[src/rtl/cva6_flush_pkg.sv]
// ============================================================================
// Module : cva6_flush_pkg
// Brief  : Shared fence kinds, flush sequencer states and flush decision helper.
// Rev    : 1.0  initial release
// ============================================================================
`default_nettype none

package cva6_flush_pkg;

  typedef enum logic [1:0] {
    FENCE      = 2'd0,
    FENCE_I    = 2'd1,
    SFENCE_VMA = 2'd2,
    FENCE_RSVD = 2'd3
  } fence_kind_t;

  typedef enum logic [2:0] {
    IDLE     = 3'd0,
    DRAIN    = 3'd1,
    FLUSH    = 3'd2,
    WAIT_RSP = 3'd3,
    DONE     = 3'd4
  } flush_state_e;

  // Reserved encoding behaves like a plain FENCE.
  function automatic logic needs_flush(input fence_kind_t kind, input logic flush_on_fence);
    return (kind == FENCE_I) | (flush_on_fence & (kind != SFENCE_VMA));
  endfunction

endpackage

`default_nettype wire

[src/rtl/cva6_sat_counter.sv]
// ============================================================================
// Module : cva6_sat_counter
// Brief  : Saturating up-counter; clear and enable together load one.
// Rev    : 1.0  initial release
// ============================================================================
`default_nettype none

module cva6_sat_counter #(
  parameter int unsigned W = 32
) (
  input  logic         clk_i,
  input  logic         rst_i,
  input  logic         clear_i,
  input  logic         en_i,
  output logic [W-1:0] cnt_o
);

  localparam logic [W-1:0] ONE = {{(W-1){1'b0}}, 1'b1};

  logic [W-1:0] cnt_q;
  logic [W-1:0] cnt_d;
  logic [W-1:0] base;

  always_comb begin
    base  = clear_i ? '0 : cnt_q;
    cnt_d = base;
    if (en_i && !(&base)) begin
      cnt_d = base + ONE;
    end
  end

  always_ff @(posedge clk_i or posedge rst_i) begin
    if (rst_i) begin
      cnt_q <= '0;
    end else begin
      cnt_q <= cnt_d;
    end
  end

  assign cnt_o = cnt_q;

endmodule

`default_nettype wire

[src/rtl/cva6_dcache_flush_ctrl.sv]
// ============================================================================
// Module : cva6_dcache_flush_ctrl
// Brief  : Fence sequencer: drain stores, optionally flush the dcache, pulse done.
// Rev    : 1.0  initial release
// ============================================================================
`default_nettype none

module cva6_dcache_flush_ctrl
  import cva6_flush_pkg::*;
#(
  parameter bit          FlushOnFence         = 1'b1,
  parameter bit          InvalidateOnFlush    = 1'b0,
  parameter int unsigned MaxOutstandingStores = 7,
  parameter int unsigned CycW                 = 32,
  localparam int unsigned OstW                = $clog2(MaxOutstandingStores + 1)
) (
  input  logic            clk_i,
  input  logic            rst_i,
  input  logic            fence_valid_i,
  output logic            fence_ready_o,
  input  logic [1:0]      fence_kind_i,
  input  logic            kill_i,
  input  logic            stb_empty_i,
  input  logic [OstW-1:0] outstanding_st_i,
  output logic            flush_req_valid_o,
  input  logic            flush_req_ready_i,
  output logic            flush_req_inval_o,
  input  logic            flush_rsp_valid_i,
  output logic            done_o,
  output logic            busy_o,
  output logic            ld_st_stall_o,
  output logic [CycW-1:0] flush_cycles_o
);

  flush_state_e    state_q, state_d;
  logic            need_flush_q, need_flush_d;
  logic [CycW-1:0] flush_cycles_q;
  logic [CycW-1:0] dur_cnt;
  logic            accept;
  logic            drained;
  fence_kind_t     kind;

  assign kind    = fence_kind_t'(fence_kind_i);
  assign accept  = (state_q == IDLE) && fence_valid_i && !kill_i;
  assign drained = stb_empty_i && (outstanding_st_i == '0);

  always_comb begin
    state_d      = state_q;
    need_flush_d = need_flush_q;
    case (state_q)
      IDLE: begin
        if (accept) begin
          state_d      = DRAIN;
          need_flush_d = needs_flush(kind, FlushOnFence);
        end
      end
      DRAIN: begin
        if (kill_i) begin
          state_d = IDLE;
        end else if (drained) begin
          state_d = need_flush_q ? FLUSH : DONE;
        end
      end
      FLUSH: begin
        if (flush_req_ready_i) begin
          state_d = WAIT_RSP;
        end
      end
      WAIT_RSP: begin
        if (flush_rsp_valid_i) begin
          state_d = DONE;
        end
      end
      DONE:    state_d = IDLE;
      default: state_d = IDLE;
    endcase
  end

  always_ff @(posedge clk_i or posedge rst_i) begin
    if (rst_i) begin
      state_q        <= IDLE;
      need_flush_q   <= 1'b0;
      flush_cycles_q <= '0;
    end else begin
      state_q      <= state_d;
      need_flush_q <= need_flush_d;
      if (state_q == DONE) begin
        flush_cycles_q <= dur_cnt;
      end
    end
  end

  // Accept cycle counts as cycle one; the count then runs while busy.
  cva6_sat_counter #(
    .W (CycW)
  ) u_dur_cnt (
    .clk_i   (clk_i),
    .rst_i   (rst_i),
    .clear_i (accept),
    .en_i    (accept || (state_q != IDLE)),
    .cnt_o   (dur_cnt)
  );

  assign fence_ready_o     = (state_q == IDLE) && !kill_i;
  assign flush_req_valid_o = (state_q == FLUSH);
  assign flush_req_inval_o = (state_q == FLUSH) && InvalidateOnFlush;
  assign done_o            = (state_q == DONE);
  assign busy_o            = (state_q != IDLE);
  assign ld_st_stall_o     = busy_o;
  assign flush_cycles_o    = flush_cycles_q;

`ifndef SYNTHESIS
  a_req_stable: assert property (@(posedge clk_i) disable iff (rst_i)
    (flush_req_valid_o && !flush_req_ready_i) |=> flush_req_valid_o);
  a_done_pulse: assert property (@(posedge clk_i) disable iff (rst_i)
    done_o |=> !done_o);
  a_ost_range: assert property (@(posedge clk_i) disable iff (rst_i)
    32'(outstanding_st_i) <= 32'(MaxOutstandingStores));
`endif

endmodule

`default_nettype wire
[config.mk]
export PLATFORM = sky130hd
export DESIGN_NAME = cva6_dcache_flush_ctrl
export DESIGN_NICKNAME = d
export VERILOG_FILES = /design/src/rtl/cva6_flush_pkg.sv /design/src/rtl/cva6_sat_counter.sv /design/src/rtl/cva6_dcache_flush_ctrl.sv
export SDC_FILE = /design/constraint.sdc
export NUM_CORES = 1
export LEC_CHECK = 0
export CAP_MARGIN = 20
export CORE_MARGIN = 2
export CORE_UTILIZATION = 54
export DETAILED_ROUTE_END_ITERATION = 16
export GPL_ROUTABILITY_DRIVEN = 0
export PLACE_DENSITY = 0.8
export REMOVE_ABC_BUFFERS = 1
export SYNTH_ARGS = -nofsm -noshare
export SYNTH_HDL_FRONTEND = slang
export SYNTH_SLANG_ARGS = --single-unit
[constraint.sdc]
create_clock -name clk_i -period 3.6 [get_ports clk_i]
set_clock_uncertainty 0.15 [all_clocks]
set_input_delay 0.36 -clock clk_i [delete_from_list [all_inputs] [get_ports clk_i]]
set_output_delay 0.36 -clock clk_i [all_outputs]
set_load 0.005 [all_outputs]
==> flow_summary.json, run 1 <==
{
  "via_per_inst": 5.86,
  "seq_area_frac_synth_pct": 51.1,
  "yosysMostFrequentCell": "dfrtp_1",
  "coreArea_mm2": 0.00596,
  "fin_crit_ns": 3.08,
  "grt_max_degree": 36,
  "drtPass1Iterations": 5,
  "clock.fmax_mhz": 325,
  "startpoint": "state_q[0]$_DFFE_PP0P_",
  "grt_pass1_vias": 2548,
  "finalHoldViolCount": 0,
  "antenna_cells": 0,
  "synth_area_leader_cell": "dfrtp_1",
  "rsz0062_at_grt": "no",
  "cts_tree": "done",
  "synth_compound_area_share_pct": 10.6,
  "worst-setup-path-type": "reg -> reg",
  "dieWidth_um": 82.5,
  "area_growth_pct": 22.4,
  "insertion_delay_ns": 0.34,
  "drt_wl_total_mm": 6.86,
  "final_layout_size_suffix_gt1_share_pct": 19.8,
  "io_pins": 50,
  "reg2reg_slack_ns": 0.52,
  "synth_cell_types": 56,
  "crit_chain": "nor3_4, nand2_1, and2_1, ha_1, and3_1, and3_4, a41o_1, or4_1, o21ai_0",
  "vias": 2544,
  "yosysTopAreaCellShare_pct": 51.1,
  "fin_cells": 434,
  "crit_slowest_cell": "dfrtp_1",
  "n_fill_cell": 469,
  "drc_errors": 0,
  "synth_top_family_by_area": "simple AND/OR/NAND/NOR gates",
  "synthArstFlopShare_pct": 100,
  "reg2reg_depth": 9,
  "grt_pass1_wl_mm": 11.7,
  "drv_cap": 0,
  "end_kind": "flip-flop",
  "clock_path_buffers": 2,
  "synth_edf_count": 0,
  "p_leak_nw": 1.77,
  "tightest_slew_ns": 1.11,
  "path_clk_slew_ns": 0.07,
  "overflow": 0,
  "critPathRequiredTime_ns": 3.71,
  "cts_sinks": 68,
  "port_buffers": 48,
  "synth-simple-area-share_pct": 19.4,
  "synthMuxAreaShare_pct": 13.0,
  "start_kind": "flip-flop",
  "ys_warn_count": 0,
  "nets": 367,
  "p_per_area_mw_per_mm2": 554,
  "status": "finished clean",
  "hp-class": "in -> async",
  "postRouteAntennaNets": 0,
  "max-vdd-ir-drop_mv": 0.344,
  "grt_usage_pct": 22.8,
  "worstReg2RegEnd": "u_dur_cnt.cnt_o[6]$_DFF_PP0_",
  "synth_ff_type": "dfrtp_1",
  "row_count": 28,
  "stdcell_area_mm2": 0.00408,
  "cts_setup_buffers": 0,
  "post_cts_resized": 0,
  "synth-seq-cells": 68,
  "initialDrtViolationCount": 131,
  "finalMaxSlewViolations": 0,
  "avgSynthCellArea_um2": 10.9,
  "hpwl_mm": 4.79,
  "hold_slack_ns": 0.0855,
  "synthAdderAreaFrac_pct": 0.376,
  "cp.arrival_ns": 3.19,
  "finalCritPeriodShare_pct": 85.6,
  "path_buf_inv": 0,
  "setup_viol": 0,
  "syn_inst": 305,
  "cp_max_fo": 10,
  "h-tree-depth": 3,
  "slew_headroom_pct": 25.7,
  "place_inst": 418,
  "wl_per_cell_um": 15.8,
  "dieArea_mm2": 0.00681,
  "fp.dieH_um": 82.5,
  "cts_root_buf": "clkbuf_8",
  "hold_buffers": 0,
  "cts_buffers": 9,
  "synthTopCellsByArea": "dfrtp_1 51%, mux2_2 12%, nand2_1 2.9%",
  "r2r_start": "state_q[0]$_DFFE_PP0P_",
  "crit_end": "u_dur_cnt.cnt_o[6]$_DFF_PP0_",
  "p_total_mw": 2.26,
  "synth_xor_area_share_pct": 2.10,
  "synthesis.area_mm2": 0.00333,
  "antenna_found_initial": 0,
  "start_util_pct": 55.9,
  "crit_family": "simple AND/OR/NAND/NOR gates",
  "dpl_cell_area_mm2": 0.00387,
  "cpPeakStageDelay_ns": 0.51,
  "yosys-top-cells-count": "68 x dfrtp_1, 35 x mux2_2, 26 x nand2_1",
  "cp_num_cells": 9
}
## power by group
| part | total, mW | internal (mW) | switching [mW] |
|---|---|---|---|
| registers | 1.00 | 0.882 | 0.122 |
| clock network | 0.632 | 0.353 | 0.279 |
| logic | 0.621 | 0.346 | 0.275 |
## logic make-up (layout without fill, tap and decap cells)
kind of cell / Yosys count / in the layout
other: 1 / 1
muxes: 39 / 39
adders and majority gates: 1 / 1
xor gates and xnor gates: 8 / 8
DFF: 68 / 68
AOI/OAI and AO/OA: 53 / 53
buffers and inverters: 23 / 77
and+or+nand+nor: 112 / 112
## per-layer routing
layer | track usage, % | wire, µm
met1 | 29.8 | 3110
met2 | 36.5 | 3350
met3 | 4.35 | 236
met4 | 11.0 | 155
met5 | 0 | 0
## flip-flops by register name (all words and copies together), names as in the netlist
name,flops
flush_cycles_o,32
need_flush_q,1
state_q,3
u_dur_cnt.cnt_o,32
## cells in the final DEF (no fill, tap or decap), types with 2 or more instances in the layout
| master | Yosys | routed |
|---|---|---|
| nand4_2 | 2 | 2 |
| and3_1 | 2 | 2 |
| clkbuf_8 | 0 | 11 |
| o211ai_1 | 3 | 3 |
| nand2b_1 | 3 | 3 |
| inv_2 | 1 | 2 |
| nor4bb_1 | 2 | 2 |
| a21oi_1 | 15 | 15 |
| nand2_1 | 26 | 26 |
| mux2_2 | 35 | 35 |
| and2_1 | 3 | 3 |
| clkdlybuf4s50_1 | 0 | 48 |
| nand3_1 | 7 | 7 |
| mux2i_1 | 4 | 4 |
| nor3_1 | 2 | 2 |
| o21ai_0 | 18 | 18 |
| nor2_1 | 21 | 21 |
| or3_1 | 14 | 14 |
| and4_1 | 4 | 4 |
| inv_1 | 6 | 5 |
| nor4_1 | 4 | 4 |
| or4_1 | 4 | 4 |
| xnor2_1 | 7 | 7 |
| buf_4 | 2 | 6 |
| dfrtp_1 | 68 | 68 |
| nand4_1 | 9 | 9 |
| clkinv_2 | 0 | 4 |
## worst reg2reg max path, stage by stage, from the launching register on
cell	delay (ns)
dfrtp_1	0.51
nor3_4	0.37
nand2_1	0.17
and2_1	0.22
ha_1	0.23
and3_1	0.25
and3_4	0.21
a41o_1	0.33
or4_1	0.48
o21ai_0	0.09
## final cells by class
| type | count | area (µm²) | share of cell area [%] |
|---|---|---|---|
| timing repair buffer | 54 | 526 | 12.9 |
| inverter | 7 | 26.3 | 0.645 |
| clock buffer | 11 | 151 | 3.72 |
| clock inverter | 5 | 50.0 | 1.23 |
| tap | 75 | 93.8 | 2.30 |
| sequential | 68 | 1700 | 41.8 |
| multi-input combinational | 214 | 1530 | 37.5 |
## worst min-delay path by stage
stage	endpoint	slack [ns]
floorplan	need_flush_q$_DFFE_PP0P_	0.31
global placement	flush_cycles_o[31]$_DFFE_PP0P_	0.34
detailed placement	flush_cycles_o[0]$_DFFE_PP0P_	0.34
CTS	flush_cycles_o[16]$_DFFE_PP0P_	0.08
global route	flush_cycles_o[16]$_DFFE_PP0P_	0.1
finish	flush_cycles_o[16]$_DFFE_PP0P_	0.09
## metrics by stage
stage	TNS, ns	util, %	setup WS [ns]
after floorplan	-3.78	-	-0.118
after global routing	0	68.4	0.340
final	0	68.4	0.519
after detailed placement	0	65.0	0.351
after CTS	0	68.4	0.529
after global placement	0	65.0	0.470
No activity file was read; power rests on OpenSTA's default activity.
==> inputs of run 2 (changes only) <==
Settings changed: GPL_ROUTABILITY_DRIVEN 0 to not set, SETUP_SLACK_MARGIN set to 0.5.
Clock period 3.6 ns to 3.4 ns, I/O delays scaled along.
==> flow_summary.json, run 2 (synthesized netlist as in run 1, its figures left out) <==
{
  "end_kind": "flip-flop",
  "critPathRequiredTime_ns": 3.51,
  "hpwl_mm": 4.85,
  "setup_viol": 0,
  "multi_input_area_mm2": 0.00153,
  "cp_max_fo": 8,
  "p_leak_nw": 1.77,
  "status": "finished clean",
  "finalCritPeriodShare_pct": 82.7,
  "finalHoldViolCount": 0,
  "postRouteAntennaNets": 0,
  "gp_congestion": 0.881,
  "drv_cap": 0,
  "wl_per_cell_um": 15.9,
  "final_layout_size_suffix_gt1_share_pct": 19.9,
  "fin_crit_ns": 2.81,
  "grt_usage_pct": 22.5,
  "fp.dieH_um": 82.5,
  "cts_tree": "done",
  "slew_headroom_pct": 46.6,
  "dieArea_mm2": 0.00681,
  "tightest_slew_ns": 0.793,
  "via_per_inst": 5.87,
  "layout_commonest_cell": "dfrtp_1",
  "rsz0062_at_grt": "yes",
  "vias": 2559,
  "drt_wl_total_mm": 6.93,
  "row_count": 28,
  "grt_pass1_vias": 2506,
  "n_fill_cell": 446,
  "clock.fmax_mhz": 356,
  "max-vdd-ir-drop_mv": 0.330,
  "initialDrtViolationCount": 174,
  "cts_buffers": 9,
  "hold_slack_ns": 0.171,
  "antenna_found_initial": 0,
  "h-tree-depth": 3,
  "overflow": 0,
  "grt_pass1_wl_mm": 11.5,
  "port_buffers": 48,
  "p_per_area_mw_per_mm2": 578,
  "coreArea_mm2": 0.00596,
  "clock_path_buffers": 2,
  "start_util_pct": 55.9,
  "seqCellArea_mm2": 0.00170,
  "insertion_delay_ns": 0.34,
  "cts_root_buf": "clkbuf_8",
  "drc_errors": 0,
  "hp-class": "in -> async",
  "io_pins": 50,
  "path_clk_slew_ns": 0.07,
  "grt_max_degree": 54,
  "finalSetupTns_ns": 0,
  "postLayoutCoreUtil_pct": 68.8,
  "finalMaxSlewViolations": 0,
  "final_cell_mix": "68 x dfrtp_1, 48 x clkdlybuf4s50_1, 35 x mux2_2",
  "antenna_cells": 0,
  "worst-setup-path-type": "reg -> reg",
  "cp.arrival_ns": 2.92,
  "dieWidth_um": 82.5,
  "drtPass1Iterations": 5,
  "start_kind": "flip-flop",
  "area_growth_pct": 23.1,
  "cts_sinks": 68,
  "p_total_mw": 2.37,
  "nets": 370
}
## run 2: changes by cell type in the layout (fill, tap and decap cells not counted), sizes merged
cell    before  now
clkinv       4    1
clkbuf      11   13
buf          6    9
## run 2: stage by stage
| stage | cell area (µm²) | cells | worst slack (ns) |
|---|---|---|---|
| floorplan | 3250 | 289 | -0.318 |
| global placement | 3880 | 419 | 0.282 |
| detailed placement | 3880 | 419 | 0.177 |
| CTS | 4070 | 435 | 0.564 |
| global route | 4100 | 436 | 0.429 |
| finish | 4100 | 436 | 0.587 |
## run 2: final timing paths
kind | from | endpoint | slack, ns | depth (start not counted)
hold / removal | rst_i | flush_cycles_o[24]$_DFFE_PP0P_ | 0.17 | 2
setup reg to reg | state_q[1]$_DFFE_PP0P_ | u_dur_cnt.cnt_o[6]$_DFF_PP0_ | 0.59 | 9
max in group asynchronous | rst_i | flush_cycles_o[1]$_DFFE_PP0P_ | 2.21 | 4
setup / recovery | state_q[1]$_DFFE_PP0P_ | u_dur_cnt.cnt_o[6]$_DFF_PP0_ | 0.59 | 9
hold reg to reg | flush_cycles_o[27]$_DFFE_PP0P_ | flush_cycles_o[27]$_DFFE_PP0P_ | 0.35 | 1
min in group clk_i | flush_cycles_o[27]$_DFFE_PP0P_ | flush_cycles_o[27]$_DFFE_PP0P_ | 0.35 | 1
## run 2: layout make-up
type	instances	share of cell area, %
clock buffer	13	3.63
clock inverter	2	0.854
inverter	7	0.641
multi-input combinational	214	37.4
sequential	68	41.5
tap	75	2.29
timing repair buffer	57	13.7
## run 2: timing repair
| item | 4_1_cts | 5_1_grt |
|---|---|---|
| gates resized for setup | 0 | 2 |
| pin swaps | 1 | 0 |
| hold buffers | 0 | 0 |
| setup buffers | 1 | 0 |
| endpoints found under the setup margin | 2 | 7 |
## run 2: power breakdown
group	total [mW]	switching, mW	internal, mW	leakage [nW]
Combinational	0.679	0.299	0.380	0.752
Sequential	1.06	0.128	0.934	0.928
Clock	0.630	0.276	0.355	0.0935
## run 2: layer usage
layer	global-route usage, %	routed length (µm)	part of all wire (%)
met3	5.33	290	4.2
met5	0	0	0
met4	11.1	146	2.1
met1	30.0	3110	45
met2	34.6	3380	49
## run 2: worst max-delay path: stages, from the launching register on
cell and delay [ns]:
dfrtp_1 0.47, nor3_4 0.25, nand2_1 0.13, and2_1 0.20, ha_1 0.21, and3_1 0.25
and3_4 0.21, a41o_1 0.32, or4_1 0.48, o21ai_0 0.08
==> inputs of run 3 (changes only) <==
Settings changed: CORE_UTILIZATION 54 to 49, PLACE_DENSITY 0.8 to 0.76.
Clock period 3.4 ns to 2.5 ns, I/O delays scaled along.
==> flow_summary.json, run 3 (synthesized netlist as in run 1, its figures left out) <==
{
  "status": "finished clean",
  "cts_root_buf": "clkbuf_8",
  "tightest_slew_ns": 0.538,
  "finalMaxSlewViolations": 0,
  "critPathRequiredTime_ns": 2.59,
  "path_buf_inv": 1,
  "h-tree-depth": 3,
  "place_ws_ns": -0.353,
  "cp_max_fo": 4,
  "insertion_delay_ns": 0.36,
  "final_cell_mix": "68 x dfrtp_1, 54 x buf_4, 43 x clkdlybuf4s50_1",
  "drv_cap": 0,
  "path_clk_slew_ns": 0.08,
  "fp.dieH_um": 86.4,
  "slew_headroom_pct": 63.8,
  "crit_chain": "nor3_4, nand2_2, and2_4, ha_4, and3_4, and3_4, a41o_1, buf_6, mux2_4",
  "nets": 430,
  "layout_commonest_cell": "dfrtp_1",
  "final_layout_size_suffix_gt1_share_pct": 39.6,
  "cp.arrival_ns": 2.50,
  "fin_crit_ns": 2.41,
  "port_buffers": 48,
  "end_kind": "flip-flop",
  "finalHoldViolCount": 0,
  "drt_wl_total_mm": 8.59,
  "coreArea_mm2": 0.00668,
  "wl_per_cell_um": 17.1,
  "dpl_cell_area_mm2": 0.00424,
  "p_leak_nw": 2.18,
  "crit_family": "simple AND/OR/NAND/NOR gates",
  "initialDrtViolationCount": 157,
  "reg2reg_slack_ns": 0.09,
  "finalCritPeriodShare_pct": 96.4,
  "clock.fmax_mhz": 415,
  "reg2reg_depth": 9,
  "dieWidth_um": 86.4,
  "overflow": 0,
  "drc_errors": 0,
  "p_per_area_mw_per_mm2": 795,
  "max-vdd-ir-drop_mv": 0.576,
  "top_layer": "met4",
  "grt_pass1_wl_mm": 13.9,
  "area_growth_pct": 47.4,
  "stdcell_area_mm2": 0.00491,
  "drtPass1Iterations": 4,
  "dieArea_mm2": 0.00747,
  "hold_buffers": 0,
  "antenna_cells": 0,
  "grt_max_degree": 39,
  "hold_slack_ns": 0.0661,
  "setup_slack_ns": 0.0893,
  "grt_pass1_vias": 2926,
  "wl_met3_um": 380,
  "io_pins": 50,
  "rsz0062_at_grt": "yes",
  "grt_usage_pct": 23.7,
  "vias": 2870,
  "via_per_inst": 5.72,
  "cp_num_cells": 9,
  "postRouteAntennaNets": 0,
  "p_total_mw": 3.90,
  "setup_viol": 0,
  "crit_slowest_cell": "dfrtp_1",
  "gp_congestion": 0.901,
  "cts_sinks": 68,
  "hpwl_mm": 5.53,
  "wl_met1_mm": 3.70,
  "hp-class": "in -> async",
  "clock_path_buffers": 2,
  "cts_tree": "done",
  "antenna_found_initial": 0,
  "cpPeakStageDelay_ns": 0.41,
  "worst-setup-path-type": "reg -> reg",
  "cts_buffers": 9,
  "crit_top_cell": "and3_4",
  "wl_met2_mm": 4.32,
  "row_count": 30,
  "start_kind": "flip-flop",
  "start_util_pct": 49.9
}
==> run 3: changes by cell type in the layout (fill, tap and decap cells not counted), moves of 5 or more <==
cell,before,now
o21ai_0,18,7
buf_6,0,12
buf_4,8,54
a21oi_2,0,8
clkdlybuf4s50_1,48,43
o21ai_1,0,11
a21oi_1,15,7
==> run 3: timing repair <==
| action | 4_1_cts | 5_1_grt |
|---|---|---|
| setup buffers | 10 | 7 |
| pin swaps | 23 | 22 |
| setup endpoints to repair | 37 | 36 |
| gates resized for setup | 52 | 34 |
| endpoints found under the hold margin | 0 | 0 |
| gates cloned | 2 | 0 |
==> run 3: report_power, final <==
| part | total, mW | switching (mW) | internal, mW |
|---|---|---|---|
| combinational | 1.47 | 0.624 | 0.842 |
| clock | 1.02 | 0.436 | 0.586 |
| sequential | 1.41 | 0.142 | 1.27 |
| total | 3.90 | 1.20 | 2.70 |
==> run 3: layout make-up <==
class,count,area (µm²)
Clock buffer,10,138
Clock inverter,6,87.6
Fill cell,454,1770
Inverter,7,28.8
Multi-Input combinational cell,216,1810
Sequential cell,68,1700
Tap cell,80,100
Timing Repair Buffer,115,1040
==> run 3: per-layer routing <==
| layer | GRT usage [%] | vias up |
|---|---|---|
| li1 | - | 1350 |
| met1 | 30.8 | 1427 |
| met2 | 39.7 | 70 |
| met3 | 5.62 | 23 |
| met4 | 6.68 | 0 |
| met5 | 0 | - |
==> run 3: through the flow <==
step	util (%)	std cells	TNS [ns]
2_1_floorplan	-	289	-43.43
3_3_place_gp	63.4	467	-5.97
3_5_place_dp	63.4	467	-8.29
4_1_cts	70.6	495	0
5_1_grt	73.5	502	-0.0233
6_report	73.5	502	0
==> run 3: path summary, 6_finish.rpt <==
path | endpoint | start
worst max-delay path | u_dur_cnt.cnt_o[1]$_DFF_PP0_ | state_q[1]$_DFFE_PP0P_
worst min-delay path | state_q[2]$_DFFE_PP0P_ | rst_i
max in group asynchronous | u_dur_cnt.cnt_o[4]$_DFF_PP0_ | rst_i
worst min register to register | flush_cycles_o[28]$_DFFE_PP0P_ | flush_cycles_o[28]$_DFFE_PP0P_
worst max register to register | u_dur_cnt.cnt_o[1]$_DFF_PP0_ | state_q[1]$_DFFE_PP0P_
min in group clk_i | need_flush_q$_DFFE_PP0P_ | fence_kind_i[0]
==> run 3: worst register-to-register path, stage by stage, from the launching register on <==
cell	delay, ns
dfrtp_1	0.41
nor3_4	0.26
nand2_2	0.11
and2_4	0.17
ha_4	0.15
and3_4	0.17
and3_4	0.15
a41o_1	0.28
buf_6	0.15
mux2_4	0.30
